==> src/rtl/ras.sv <==
// rtl/ras.sv - return address stack with checkpoint restore (optional top repair: RAS_REPAIR_EN)
module ras #(
  parameter int RAS_DEPTH = 8
) (
  input  logic                          clk,
  input  logic                          resetn,
  input  logic                          push_valid,
  input  logic [31:0]                   push_addr,
  input  logic                          pop_valid,
  input  logic                          restore_valid,
  input  logic [$clog2(RAS_DEPTH)-1:0]  restore_ptr,
  input  logic [$clog2(RAS_DEPTH):0]    restore_cnt,
  input  logic [31:0]                   restore_top,
  output logic                          top_valid,
  output logic [31:0]                   top_addr,
  output logic [$clog2(RAS_DEPTH)-1:0]  ckpt_ptr,
  output logic [$clog2(RAS_DEPTH):0]    ckpt_cnt,
  output logic                          underflow
);

  localparam int PTRW = $clog2(RAS_DEPTH);
  localparam int CNTW = PTRW + 1;
  localparam logic [CNTW-1:0] DEPTH_C = CNTW'(RAS_DEPTH);
  localparam logic [PTRW-1:0] PTR_ONE = PTRW'(1);
  localparam logic [CNTW-1:0] CNT_ONE = CNTW'(1);

  logic [31:0]     entry [RAS_DEPTH];
  logic [PTRW-1:0] ptr_q, ptr_d, ptr_m1;
  logic [CNTW-1:0] cnt_q, cnt_d;
  logic            underflow_q, underflow_d;
  logic            empty, full;
  logic            wr_en;
  logic [PTRW-1:0] wr_idx;
  logic [31:0]     wr_data;

  // Pointer arithmetic wraps naturally because the depth is a power of two
  assign ptr_m1 = ptr_q - PTR_ONE;
  assign empty  = (cnt_q == '0);
  assign full   = (cnt_q == DEPTH_C);

  assign top_valid = !empty;
  assign top_addr  = empty ? 32'h0 : entry[ptr_m1];
  assign ckpt_ptr  = ptr_q;
  assign ckpt_cnt  = cnt_q;
  assign underflow = underflow_q;

`ifndef RAS_REPAIR_EN
  // The checkpointed top value only matters when repair is built in
  logic unused_restore_top;
  assign unused_restore_top = ^restore_top;
`endif

  // Next pointer/occupancy and the single entry write; restore beats push/pop
  always_comb begin
    ptr_d       = ptr_q;
    cnt_d       = cnt_q;
    underflow_d = 1'b0;
    wr_en       = 1'b0;
    wr_idx      = ptr_q;
    wr_data     = push_addr;
    if (restore_valid) begin
      ptr_d = restore_ptr;
      cnt_d = (restore_cnt > DEPTH_C) ? DEPTH_C : restore_cnt;
`ifdef RAS_REPAIR_EN
      if (restore_cnt != '0) begin
        wr_en   = 1'b1;
        wr_idx  = restore_ptr - PTR_ONE;
        wr_data = restore_top;
      end
`endif
    end else if (push_valid && pop_valid && !empty) begin
      // Return then call: replace the top in place
      wr_en  = 1'b1;
      wr_idx = ptr_m1;
    end else if (push_valid) begin
      // Full stack wraps and silently overwrites the oldest entry
      wr_en = 1'b1;
      ptr_d = ptr_q + PTR_ONE;
      cnt_d = full ? cnt_q : cnt_q + CNT_ONE;
    end else if (pop_valid) begin
      if (empty) begin
        underflow_d = 1'b1;
      end else begin
        ptr_d = ptr_m1;
        cnt_d = cnt_q - CNT_ONE;
      end
    end
  end

  // Pointer, occupancy and underflow pulse registers
  always_ff @(posedge clk or negedge resetn) begin
    if (!resetn) begin
      ptr_q       <= '0;
      cnt_q       <= '0;
      underflow_q <= 1'b0;
    end else begin
      ptr_q       <= ptr_d;
      cnt_q       <= cnt_d;
      underflow_q <= underflow_d;
    end
  end

  // Entry storage is not reset; writes are suppressed while reset is held
  always_ff @(posedge clk) begin
    if (resetn && wr_en) begin
      entry[wr_idx] <= wr_data;
    end
  end

endmodule

==> config.mk <==
export PLATFORM = sky130hd
export DESIGN_NAME = ras
export DESIGN_NICKNAME = d
export VERILOG_FILES = /design/src/rtl/ras.sv
export SDC_FILE = /design/constraint.sdc
export NUM_CORES = 1
export LEC_CHECK = 0
export ABC_AREA = 1
export BUFFER_PORTS_ARGS = -buffer_cell sky130_fd_sc_hd__clkbuf_2
export CAP_MARGIN = 40
export CORE_ASPECT_RATIO = 0.9
export CORE_MARGIN = 2
export CORE_UTILIZATION = 53
export CTS_CLUSTER_DIAMETER = 30
export DETAILED_ROUTE_END_ITERATION = 16
export HOLD_SLACK_MARGIN = 0.02
export PLACE_DENSITY = 0.86
export RECOVER_POWER = 50
export SLEW_MARGIN = 30
export SYNTH_ARGS = -nofsm -noshare
export SYNTH_HDL_FRONTEND = slang
export SYNTH_SLANG_ARGS = --single-unit
==> constraint.sdc <==
create_clock -name clk -period 3.2 [get_ports clk]
set_input_delay 0.48 -clock clk [delete_from_list [all_inputs] [get_ports clk]]
set_output_delay 0.48 -clock clk [all_outputs]
set_load 0.02 [all_outputs]
Yosys cells after proc, flatten, opt, wreduce, memory -nomap -nowiden
Memory sizes are Yosys's and may differ from the RTL's. Cells that the tools add are included.

Output and inout bits: 41. Word-level logic and storage cells: 46. Flip-flop bits (word level): 8. Memories: 1. RAM bits: 256. Input bits: 76.

Add/subtract/negate cells: 4. Reductions and logical operators: 8. Order comparisons: 1. Muxes and demuxes: 25. Eq/ne operators: 4.

Memory list: entry (words 8, width 32, rd ports 1, clocked after Yosys merged registers in 0, write ports 1, RTL line 27) `logic [31:0] entry [RAS_DEPTH];`.

Operator list (number): two-way mux 32 bit (1); two-way mux 4 bit (7); two-way mux 3 bit (7); two-way mux 1 bit (10); != test 3 bit, second input constant (2); adder 4 x 1 -> 4 bit, second input constant (1); == test 4 bit, second input constant (1); greater-than comparator 4 bit, second input constant (1); logical NOT 4 bit (1); AND reduction 4 bit (1); subtractor 4 x 1 -> 4 bit, second input constant (1); adder 3 x 1 -> 3 bit, second input constant (1); logical AND 1 bit (3); AND reduction 3 bit (1); nonzero test 3 bit (1); subtractor 3 x 1 -> 3 bit, second input constant (1); != test 2 bit, second input constant (1); logical NOT 1 bit (1).

Depth between registers and ports, before layout
Gate-level depths: netlist of run 1.

Depth after elaboration: 8. Depth in mapped cells: 11. Depth with buffers taken out: 9.

Worst setup path before layout of run 1
Ideal clock, no wire load.

Path type: reg2reg. From: register ptr_q[0], in the netlist ckpt_ptr[0]. To: memory entry[5][0] (enable). Clock period less this slack: 3541 ps. Data required time: 2779 ps. Library setup time: 421 ps. Arrival: 3120 ps. Stages on the path, launching flop included: 11. Path slack: -341 ps. Path buffers: 3. Cell sequence: dfrtp_1 inv_2 buf_4 buf_2 ha_1 xor2_1 buf_2 nand2_1 nand2_1 nand2_1 nor2_1.

Longest elaborated chain between the ends: 3.

Ends and longest elaborated chain: start, declared (RTL line 28) `logic [PTRW-1:0] ptr_q, ptr_d, ptr_m1;`; start signal, assigned (RTL line 97) `ptr_q <= ptr_d;`; subtractor 3 x 1 -> 3 bit (RTL line 37) `assign ptr_m1 = ptr_q - PTR_ONE;`; two-way mux 3 bit (RTL line 71) `end else if (push_valid && pop_valid && !empty) begin`; two-way mux 3 bit (*) (RTL line 61) `if (restore_valid) begin`; end, declared (RTL line 27).

Every way passes the cells marked *; elsewhere a longest branch is shown, timed or not.

Final worst setup path of run 1
From: register ptr_q[0], in the netlist ckpt_ptr[0]. To: output port top_addr[15].

Longest elaborated chain between the ends: 3.

Ends and longest elaborated chain: subtractor 3 x 1 -> 3 bit (RTL line 37); memory (8 x 32 bit); two-way mux 32 bit (RTL line 42) `assign top_addr = empty ? 32'h0 : entry[ptr_m1];`; end, declared (RTL line 15) `output logic [31:0] top_addr,`.

No other way between the ends.

==> results of run 1 <==
## critical path, delay by kind of cell, from the launching register on
family	cells	cell delay, ps
adder cells (fa/ha/maj)	1	370
AO/OA/AOI/OAI	2	350
AND/OR/NAND/NOR	2	320
buffers and inverters	3	570
flip-flops	1	420
## layer usage
| metal | vias up | GRT usage [%] | wire length [um] | part of all wire, % |
|---|---|---|---|---|
| met1 | 3507 | 30.2 | 9670 | 39 |
| met5 | - | 0 | 0 | 0 |
| met3 | 50 | 4.70 | 2230 | 8.9 |
| li1 | 3435 | - | - | - |
| met4 | 0 | 8.67 | 506 | 2.0 |
| met2 | 379 | 39.5 | 12700 | 50 |
## timing repair
| action | CTS | global route |
|---|---|---|
| buffers inserted | 4 | 0 |
| setup endpoints to repair | 32 | 0 |
| hold buffers | 1 | 0 |
| gates resized for setup | 4 | 0 |
| endpoints found under the hold margin | 8 | 0 |
## worst max-delay path by stage
stage | slack (ps) | start | to | cells after the start
after global routing | 30 | ckpt_ptr[0]$_DFFE_PN0P_ | top_addr[15] | 8
after CTS | 150 | ckpt_ptr[0]$_DFFE_PN0P_ | top_addr[15] | 8
after detailed placement | 160 | ckpt_ptr[0]$_DFFE_PN0P_ | top_addr[15] | 8
after floorplan | -340 | ckpt_ptr[0]$_DFFE_PN0P_ | entry[5][0]$_DFFE_PP_ | 10
after global placement | 280 | ckpt_ptr[0]$_DFFE_PN0P_ | top_addr[15] | 8
final | 160 | ckpt_ptr[0]$_DFFE_PN0P_ | top_addr[15] | 8
## through the flow
step / std cells / setup slack, ps
floorplan: 909 / -341
global placement: 1211 / 280
detailed placement: 1216 / 162
CTS: 1302 / 153
global route: 1302 / 27.8
finish: 1302 / 161
## logic make-up (layout without fill, tap and decap cells)
kind of cell | Yosys count | in the layout
simple gates | 372 | 372
xor+xnor | 2 | 2
fa+ha+maj | 5 | 5
buf+inv | 65 | 203
flops | 264 | 264
compound gates | 201 | 201
## synth_stat cells, drive strengths merged, types with 4 or more instances
cell,instances
edfxtp,256
buf,39
dfrtp,8
nand2,80
clkbuf,14
nor2,278
o211ai,32
inv,12
ha,4
o21ai,167
nand3,12
## where the power goes
part | internal [mW] | switching (mW)
registers | 3.93 | 0.0749
logic | 1.36 | 2.95
clock network | 3.20 | 1.66
total | 8.50 | 4.68
## sequential cells by signal (all words and copies together), names as in the netlist
| signal | count |
|---|---|
| entry | 256 |
| ckpt_cnt | 4 |
| ckpt_ptr | 3 |
| underflow | 1 |
## placed cells by master (no fill, tap or decap), types with 9 or more instances in the layout
| cell | instances |
|---|---|
| nor2_1 | 269 |
| edfxtp_1 | 256 |
| o21ai_0 | 132 |
| clkbuf_2 | 45 |
| o211ai_1 | 32 |
| inv_1 | 9 |
| clkbuf_16 | 44 |
| nand3_1 | 12 |
| nand2_1 | 77 |
| clkbuf_1 | 44 |
| o21ai_1 | 35 |
## layout make-up
class | count | area (um2) | area share, %
clock inverters | 33 | 434 | 3.27
repair buffers | 111 | 788 | 5.93
well taps | 255 | 319 | 2.40
inverters | 12 | 48.8 | 0.367
clock buffers | 47 | 1110 | 8.37
flip-flops and latches | 264 | 7890 | 59.4
multi-input cells | 580 | 2690 | 20.2
==> results.yml, run 1 <==
final_layout:
  final_util_pct: 66.3
  area_growth_pct: 22.5
  fill_cells: 1378
  design_area_mm2: 0.0133
  drive_gt1_share_pct: 15.6
  nets: 1093
  diodes: 0
sta:
  setup_viol: 0
  hold_ws_ps: 276
  final.setup.tns_ps: 0
  finClkSkew_ps: 20.7
  slew_headroom_pct: 14.4
  post-route-period-util_pct: 95.0
  drv_slew: 0
  hold_viol: 0
  worst_slew_pin_slew_ps: 1280
  max_freq_ghz: 0.329
  rsz0062_at_grt: "no"
  layout_min_cycle_time_ps: 3040
placed_design:
  port_buffers: 84
  dp_hpwl_um: 12700
  place_area_mm2: 0.0117
  gp_congestion: 0.828
worst_setup_path:
  cp_slowest_cell: "dfrtp_4"
  reg2reg_to: "entry[6][19]$_DFFE_PP_"
  rrSetupSlack_ps: 240
  path_class: "register to primary output"
  start_kind: "register"
  path_common_cell: "o21ai_0"
  rr_worst_depth: 9
  cp_data_required_time_ps: 2720
  r2r-start: "ckpt_cnt[0]$_DFFE_PN0P_"
  end_kind: "primary output"
  critical_path.max_stage_delay_ps: 420
  crit_fanout: 31
  cp.arrival_ps: 2560
  worstPathCellList: "clkinv_2, ha_4, buf_6, o21ai_0, o21ai_0, nor2_1, nor2_2, clkbuf_2"
worst_hold_path:
  hold_depth: 3
  worst_hold_path.endpoint: "underflow$_DFF_PN0_"
  hp-class: "input pin to register"
  hold_start: "pop_valid"
drt:
  wl_per_cell_um: 19.2
  first_pass_iters: 6
  wl_um: 25100
  drcViolationCount: 0
  drtIter0Drc: 839
  postRouteAntennaNets: 0
  vias: 7371
  viasPerCell: 5.66
synthesis:
  netlist.top_cell.by_area: "edfxtp_1"
  synth_top_flop_cell: "edfxtp_1"
  synthAdderAreaFrac_pct: 0.646
  syn_nets: 990
  async_reset_ff_share_pct: 3.03
  synthCells: 909
  synth_area_per_cell_um2: 11.9
  synth.top_cell.area_share_pct: 70.9
  synth-simple-area-share_pct: 13.2
  synth_edf_count: 256
  synth-seq-area-share_pct: 72.7
  synth_area_leaders: "edfxtp_1 (71%), nor2_1 (9.6%), o21ai_0 (6.1%)"
  synth_xor_area_share_pct: 0.162
  ys_types: 27
  synth_compound_area_share_pct: 10.0
  synth_area_mm2: 0.0108
  synthMuxAreaShare_pct: 0
  synth_top_family_by_area: "simple AND/OR/NAND/NOR gates"
  ys_seq_elements: 264
  yosysWarnings: 0
floorplan:
  core_area_mm2: 0.0200
  die-area_mm2: 0.0216
  boundaryPins: 117
  die_y_um: 140
  start_util_pct: 54.1
  rows: 49
  die_w_um: 155
run_status:
  outcome: "complete, no violations"
grt:
  gr-usage-all-layers_pct: 23.4
  antenna_found_initial: 0
  overflow: 0
  grt_pass1_wl_um: 39100
  grt_pass1_vias: 7467
  grt_max_degree: 130
job:
  drv_cap: 0
cts:
  cts_tree: "yes"
  root_buffer: "clkbuf_16"
  cts.sinks: 264
  clkTransAtPathRegs_ps: 50
  cts_max_level: 2
  clk_latency_ps: 530
  ctsLongestPathBuffers: 3
  numCtsBuffers: 43
power_and_ir_drop:
  power_mw: 13.2
  peakVddDrop_mv: 0.681
  power.density_mw_per_mm2: 992
  p_leak_nw: 4.76
Power figures use the tool's default switching activity.
==> run 2, diff against run 1 <==
--- a/config.mk
+++ b/config.mk
@@ -10,11 +10,12 @@
 export CAP_MARGIN = 40
 export CORE_ASPECT_RATIO = 0.9
 export CORE_MARGIN = 2
-export CORE_UTILIZATION = 53
+export CORE_UTILIZATION = 55
+export CTS_BUF_LIST = sky130_fd_sc_hd__clkbuf_4
 export CTS_CLUSTER_DIAMETER = 30
 export DETAILED_ROUTE_END_ITERATION = 16
 export HOLD_SLACK_MARGIN = 0.02
-export PLACE_DENSITY = 0.86
+export PLACE_DENSITY = 0.88
 export RECOVER_POWER = 50
 export SLEW_MARGIN = 30
 export SYNTH_ARGS = -nofsm -noshare
==> run 2 against run 1 <==
Against the previous run: clock skew is 8.4 ps higher; design area is 5.3% lower; largest cell class unchanged; hold slack got worse by 99 ps; die area down 3.5%; setup slack worse by 79 ps; count of clock-buffer cells in the layout increased by 40; combinational power up 2%; sequential share of layout area increased by 3.3 points; non-clock buffer count down 1; flip-flop and latch count unchanged; clock power decreased by 43%; final cell count up 1.8%.
==> results.yml, run 2 (synthesis results as in run 1) <==
grt:
  grt_pass1_wl_um: 35700
  grt_pass1_vias: 7203
  gr-usage-all-layers_pct: 21.9
  antenna_found_initial: 1
  overflow: 0
  grt_max_degree: 129
drt:
  postRouteAntennaNets: 0
  drcViolationCount: 0
  first_pass_iters: 5
  viasPerCell: 5.59
  wl_um: 23900
  drtIter0Drc: 832
  vias: 7411
  wl_per_cell_um: 18.1
worst_setup_path:
  path_class: "register to primary output"
  rr_worst_depth: 9
  end_kind: "primary output"
  critical_path.max_stage_delay_ps: 440
  r2r-start: "ckpt_cnt[0]$_DFFE_PN0P_"
  rrSetupSlack_ps: 690
  worstPathCellList: "clkinv_2, ha_4, buf_16, o21ai_0, o211ai_1, nand2_1, nor2_1, clkbuf_2"
  reg2reg_to: "entry[2][17]$_DFFE_PP_"
  cp_slowest_cell: "dfrtp_4"
  cp_data_required_time_ps: 2720
  cp.arrival_ps: 2640
  start_kind: "register"
  crit_fanout: 18
cts:
  cts_max_level: 3
  clkTransAtPathRegs_ps: 60
  ctsLongestPathBuffers: 3
  cts_tree: "yes"
  cts.sinks: 264
  root_buffer: "clkbuf_4"
  clk_latency_ps: 650
  numCtsBuffers: 66
final_layout:
  largest_reg_flops: 256
  layout_commonest_cell: "nor2_1"
  drive_gt1_share_pct: 17.7
  top_register: "entry"
  nets: 1115
  most-common-layout-cells: "nor2_1 (264), edfxtp_1 (256), o21ai_0 (130)"
  design_area_mm2: 0.0126
  fin_cells: 1325
  area_growth_pct: 16.0
floorplan:
  core_area_mm2: 0.0193
  die_w_um: 152
  start_util_pct: 56.3
  boundaryPins: 117
  rows: 48
  die_y_um: 137
  die-area_mm2: 0.0209
power_and_ir_drop:
  peakVddDrop_mv: 0.502
  power.density_mw_per_mm2: 888
  p_leak_nw: 4.51
placed_design:
  port_buffers: 84
  gp_congestion: 0.874
  place_area_mm2: 0.0117
  dp_hpwl_um: 12300
  placed_cells: 1211
sta:
  finClkSkew_ps: 29.1
  layout_min_cycle_time_ps: 3120
  slew_headroom_pct: 50.9
  drv_slew: 0
  post-route-period-util_pct: 97.5
  hold_viol: 0
  setup_viol: 0
  worst_slew_pin_slew_ps: 734
  max_freq_ghz: 0.321
  hold_ws_ps: 177
job:
  drv_cap: 0
worst_hold_path:
  worst_hold_path.endpoint: "underflow$_DFF_PN0_"
  hp-class: "input pin to register"
  hold_start: "pop_valid"
  hold_depth: 3
run_status:
  outcome: "complete, no violations"
-- run 2: power breakdown --
part           total, mW  internal [mW]  switching (mW)
Sequential          4.00           3.92          0.0797
Clock               2.76           1.51            1.25
Combinational       4.41           1.46            2.96
Total               11.2           6.89            4.28
-- run 2: timing repair --
| action | in CTS | in global routing |
|---|---|---|
| endpoints found under the setup margin | 32 | 22 |
| pin swaps | 0 | 3 |
| hold endpoints to repair | 8 | 0 |
| buffers inserted | 0 | 1 |
| cloned | 0 | 3 |
| resized for setup | 4 | 16 |
| hold buffers | 1 | 0 |
-- run 2: critical path: cells and delay by family (launching register included) --
family,cells,cell delay (ps)
DFF,1,440
buffers and inverters,3,520
and+or+nand+nor,2,310
adders and majority gates,1,420
AOI/OAI and AO/OA,2,310
-- run 2: how the worst max path moves through the flow --
stage	slack, ps	end	from
floorplan	-340	entry[5][0]$_DFFE_PP_	ckpt_ptr[0]$_DFFE_PN0P_
global placement	400	entry[2][16]$_DFFE_PP_	restore_valid
detailed placement	530	entry[2][18]$_DFFE_PP_	restore_valid
CTS	20	top_addr[11]	ckpt_ptr[0]$_DFFE_PN0P_
global route	-70	top_addr[17]	ckpt_ptr[0]$_DFFE_PN0P_
finish	80	top_addr[17]	ckpt_ptr[0]$_DFFE_PN0P_
-- run 2: routing by layer --
metal / GRT usage [%] / share of wire [%] / up-vias
met5: 0 / 0 / -
met4: 9.71 / 2.3 / 0
met3: 5.50 / 8.2 / 45
met2: 38.6 / 51 / 358
met1: 25.9 / 39 / 3514
li1: - / - / 3494
-- run 2: per-stage QoR --
step / util, % / power (mW) / TNS, ps / setup slack (ps)
detailed placement: 60.4 / 8.12 / 0 / 533
global placement: 59.8 / 7.99 / 0 / 404
global route: 65.3 / 11.8 / -101 / -65.3
floorplan: - / 6.93 / -74010 / -341
CTS: 64.8 / 10.9 / 0 / 17.7
finish: 65.3 / 11.2 / 0 / 81.4
-- run 2: cell type report --
type	count	area [um2]
Sequential cell	264	7890
Antenna cell	1	2.50
Fill cell	1334	6690
Multi-Input combinational cell	580	2710
Timing Repair Buffer	110	805
Tap cell	250	313
Clock buffer	87	653
Inverter	12	48.8
Clock inverter	21	165
==> run 3, diff against run 2 <==
--- a/config.mk
+++ b/config.mk
@@ -15,7 +15,7 @@
 export CTS_CLUSTER_DIAMETER = 30
 export DETAILED_ROUTE_END_ITERATION = 16
 export HOLD_SLACK_MARGIN = 0.02
-export PLACE_DENSITY = 0.88
+export PLACE_DENSITY_LB_ADDON = 0.1
 export RECOVER_POWER = 50
 export SLEW_MARGIN = 30
 export SYNTH_ARGS = -nofsm -noshare
==> run 3 against run 2 <==
Against the previous run: die area stayed put; via count is 3.4% lower; total power is 0.50% lower; register-to-register slack worse by 280 ps; design area is 0.61% lower; final cell count is 0.75% higher; global-route usage is 0.087 points lower; setup slack better by 83 ps; highest routed layer unchanged.
==> results.yml, run 3 (synthesis results as in run 1) <==
sta:
  post-route-period-util_pct: 94.9
  finClkSkew_ps: 31.6
  drv_slew: 0
  fin_ws_ps: 164
  max_freq_ghz: 0.329
  hold_ws_ps: 160
  worst_slew_pin_slew_ps: 831
  rsz0062_at_grt: "no"
  layout_min_cycle_time_ps: 3040
  setup_viol: 0
  slew_headroom_pct: 44.6
  hold_viol: 0
floorplan:
  rows: 48
  die-area_mm2: 0.0209
  die_w_um: 152
  start_util_pct: 56.3
  die_y_um: 137
  boundaryPins: 117
  core_area_mm2: 0.0193
final_layout:
  most-common-layout-cells: "nor2_1 (269), edfxtp_1 (256), o21ai_0 (132)"
  top_register: "entry"
  layout_commonest_cell: "nor2_1"
  largest_reg_flops: 256
  design_area_mm2: 0.0125
  area_growth_pct: 15.3
  nets: 1118
  drive_gt1_share_pct: 17.8
drt:
  first_pass_iters: 4
  viasPerCell: 5.36
  drcViolationCount: 0
  drtIter0Drc: 489
  wl_per_cell_um: 17.0
  wl_um: 22600
  vias: 7158
  postRouteAntennaNets: 0
worst_setup_path:
  path_class: "register to primary output"
  cp.arrival_ps: 2560
  start_kind: "register"
  worstPathCellList: "clkinv_2, ha_4, buf_16, o21ai_0, o211ai_1, nand2_1, nor2_1, clkbuf_2"
  end_kind: "primary output"
  crit_fanout: 32
  critical_path.max_stage_delay_ps: 430
  cp_slowest_cell: "dfrtp_4"
  cp_data_required_time_ps: 2720
cts:
  cts.sinks: 264
  root_buffer: "clkbuf_4"
  cts_max_level: 3
  clkTransAtPathRegs_ps: 60
  numCtsBuffers: 69
  cts_tree: "yes"
  clk_latency_ps: 650
  ctsLongestPathBuffers: 3
placed_design:
  place_area_mm2: 0.0116
  port_buffers: 84
  pre_cts_ws_ps: 664
  dp_hpwl_um: 11700
  gp_congestion: 0.764
grt:
  overflow: 0
  grt_pass1_vias: 6789
  grt_pass1_wl_um: 35200
  gr-usage-all-layers_pct: 21.8
  grt_max_degree: 134
  antenna_found_initial: 1
power_and_ir_drop:
  p_leak_nw: 4.51
  power.density_mw_per_mm2: 889
  peakVddDrop_mv: 0.478
run_status:
  outcome: "complete, no violations"
job:
  drv_cap: 0
worst_hold_path:
  hp-class: "input pin to register"
## run 3: cell types whose count changed in the layout (fill, tap and decap cells not counted), sizes merged
cell / delta
clkbuf: +14
clkinv: -2
buf: -1
inv: -1
## run 3: metrics by stage
| step | utilization, % | cells | total power, mW | TNS (ps) |
|---|---|---|---|---|
| 2_1_floorplan | - | 909 | 6.93 | -74010 |
| 3_3_place_gp | 60.3 | 1213 | 8.15 | 0 |
| 3_5_place_dp | 60.3 | 1213 | 8.19 | 0 |
| 4_1_cts | 65.0 | 1332 | 11.2 | 0 |
| 5_1_grt | 64.9 | 1335 | 11.8 | 0 |
| 6_report | 64.9 | 1335 | 11.1 | 0 |
## run 3: final cells by class
| class | count | area, um2 |
|---|---|---|
| clock buffers | 100 | 751 |
| diodes | 1 | 2.50 |
| repair buffers | 110 | 668 |
| flip-flops and latches | 264 | 7890 |
| inverters | 12 | 48.8 |
| well taps | 250 | 313 |
| multi-input cells | 580 | 2680 |
| clock inverters | 18 | 150 |
| fillers | 1544 | 6770 |
## run 3: path summary, 6_finish.rpt
path,endpoint,cells after the start,start,slack (ps)
max,top_addr[15],8,ckpt_ptr[0]$_DFFE_PN0P_,160
min,underflow$_DFF_PN0_,3,pop_valid,160
max reg2reg,entry[6][26]$_DFFE_PP_,8,ckpt_cnt[0]$_DFFE_PN0P_,410
min reg2reg,ckpt_ptr[1]$_DFFE_PN0P_,2,ckpt_ptr[1]$_DFFE_PN0P_,570
max in group asynchronous,ckpt_ptr[0]$_DFFE_PN0P_,2,resetn,2480
min in group asynchronous,underflow$_DFF_PN0_,2,resetn,340
## run 3: repair_timing
| item | 4_1_cts | 5_1_grt |
|---|---|---|
| gates resized for setup | 0 | 3 |
| endpoints found under the hold margin | 8 | 0 |
| setup buffers | 0 | 1 |
| endpoints found under the setup margin | 0 | 13 |
| hold buffers | 1 | 0 |
## run 3: power by group
group	switching, mW	internal (mW)	total, mW
Combinational	2.82	1.35	4.18
Clock	1.27	1.67	2.94
Sequential	0.0734	3.92	4.00
Total	4.16	6.95	11.1
## run 3: routing by layer
layer / vias to the layer above / track usage [%] / share of wire, %
met2: 234 / 36.4 / 48
met3: 44 / 4.91 / 6.1
met5: - / 0 / 0
met1: 3371 / 28.4 / 44
li1: 3509 / - / -
met4: 0 / 8.62 / 1.8
## run 3: critical path: cells and delay by family (launching register included)
kind,cells,cell delay (ps)
and+or+nand+nor,2,280
DFF,1,430
buffers and inverters,3,520
adders and majority gates,1,380
AOI/OAI and AO/OA,2,300
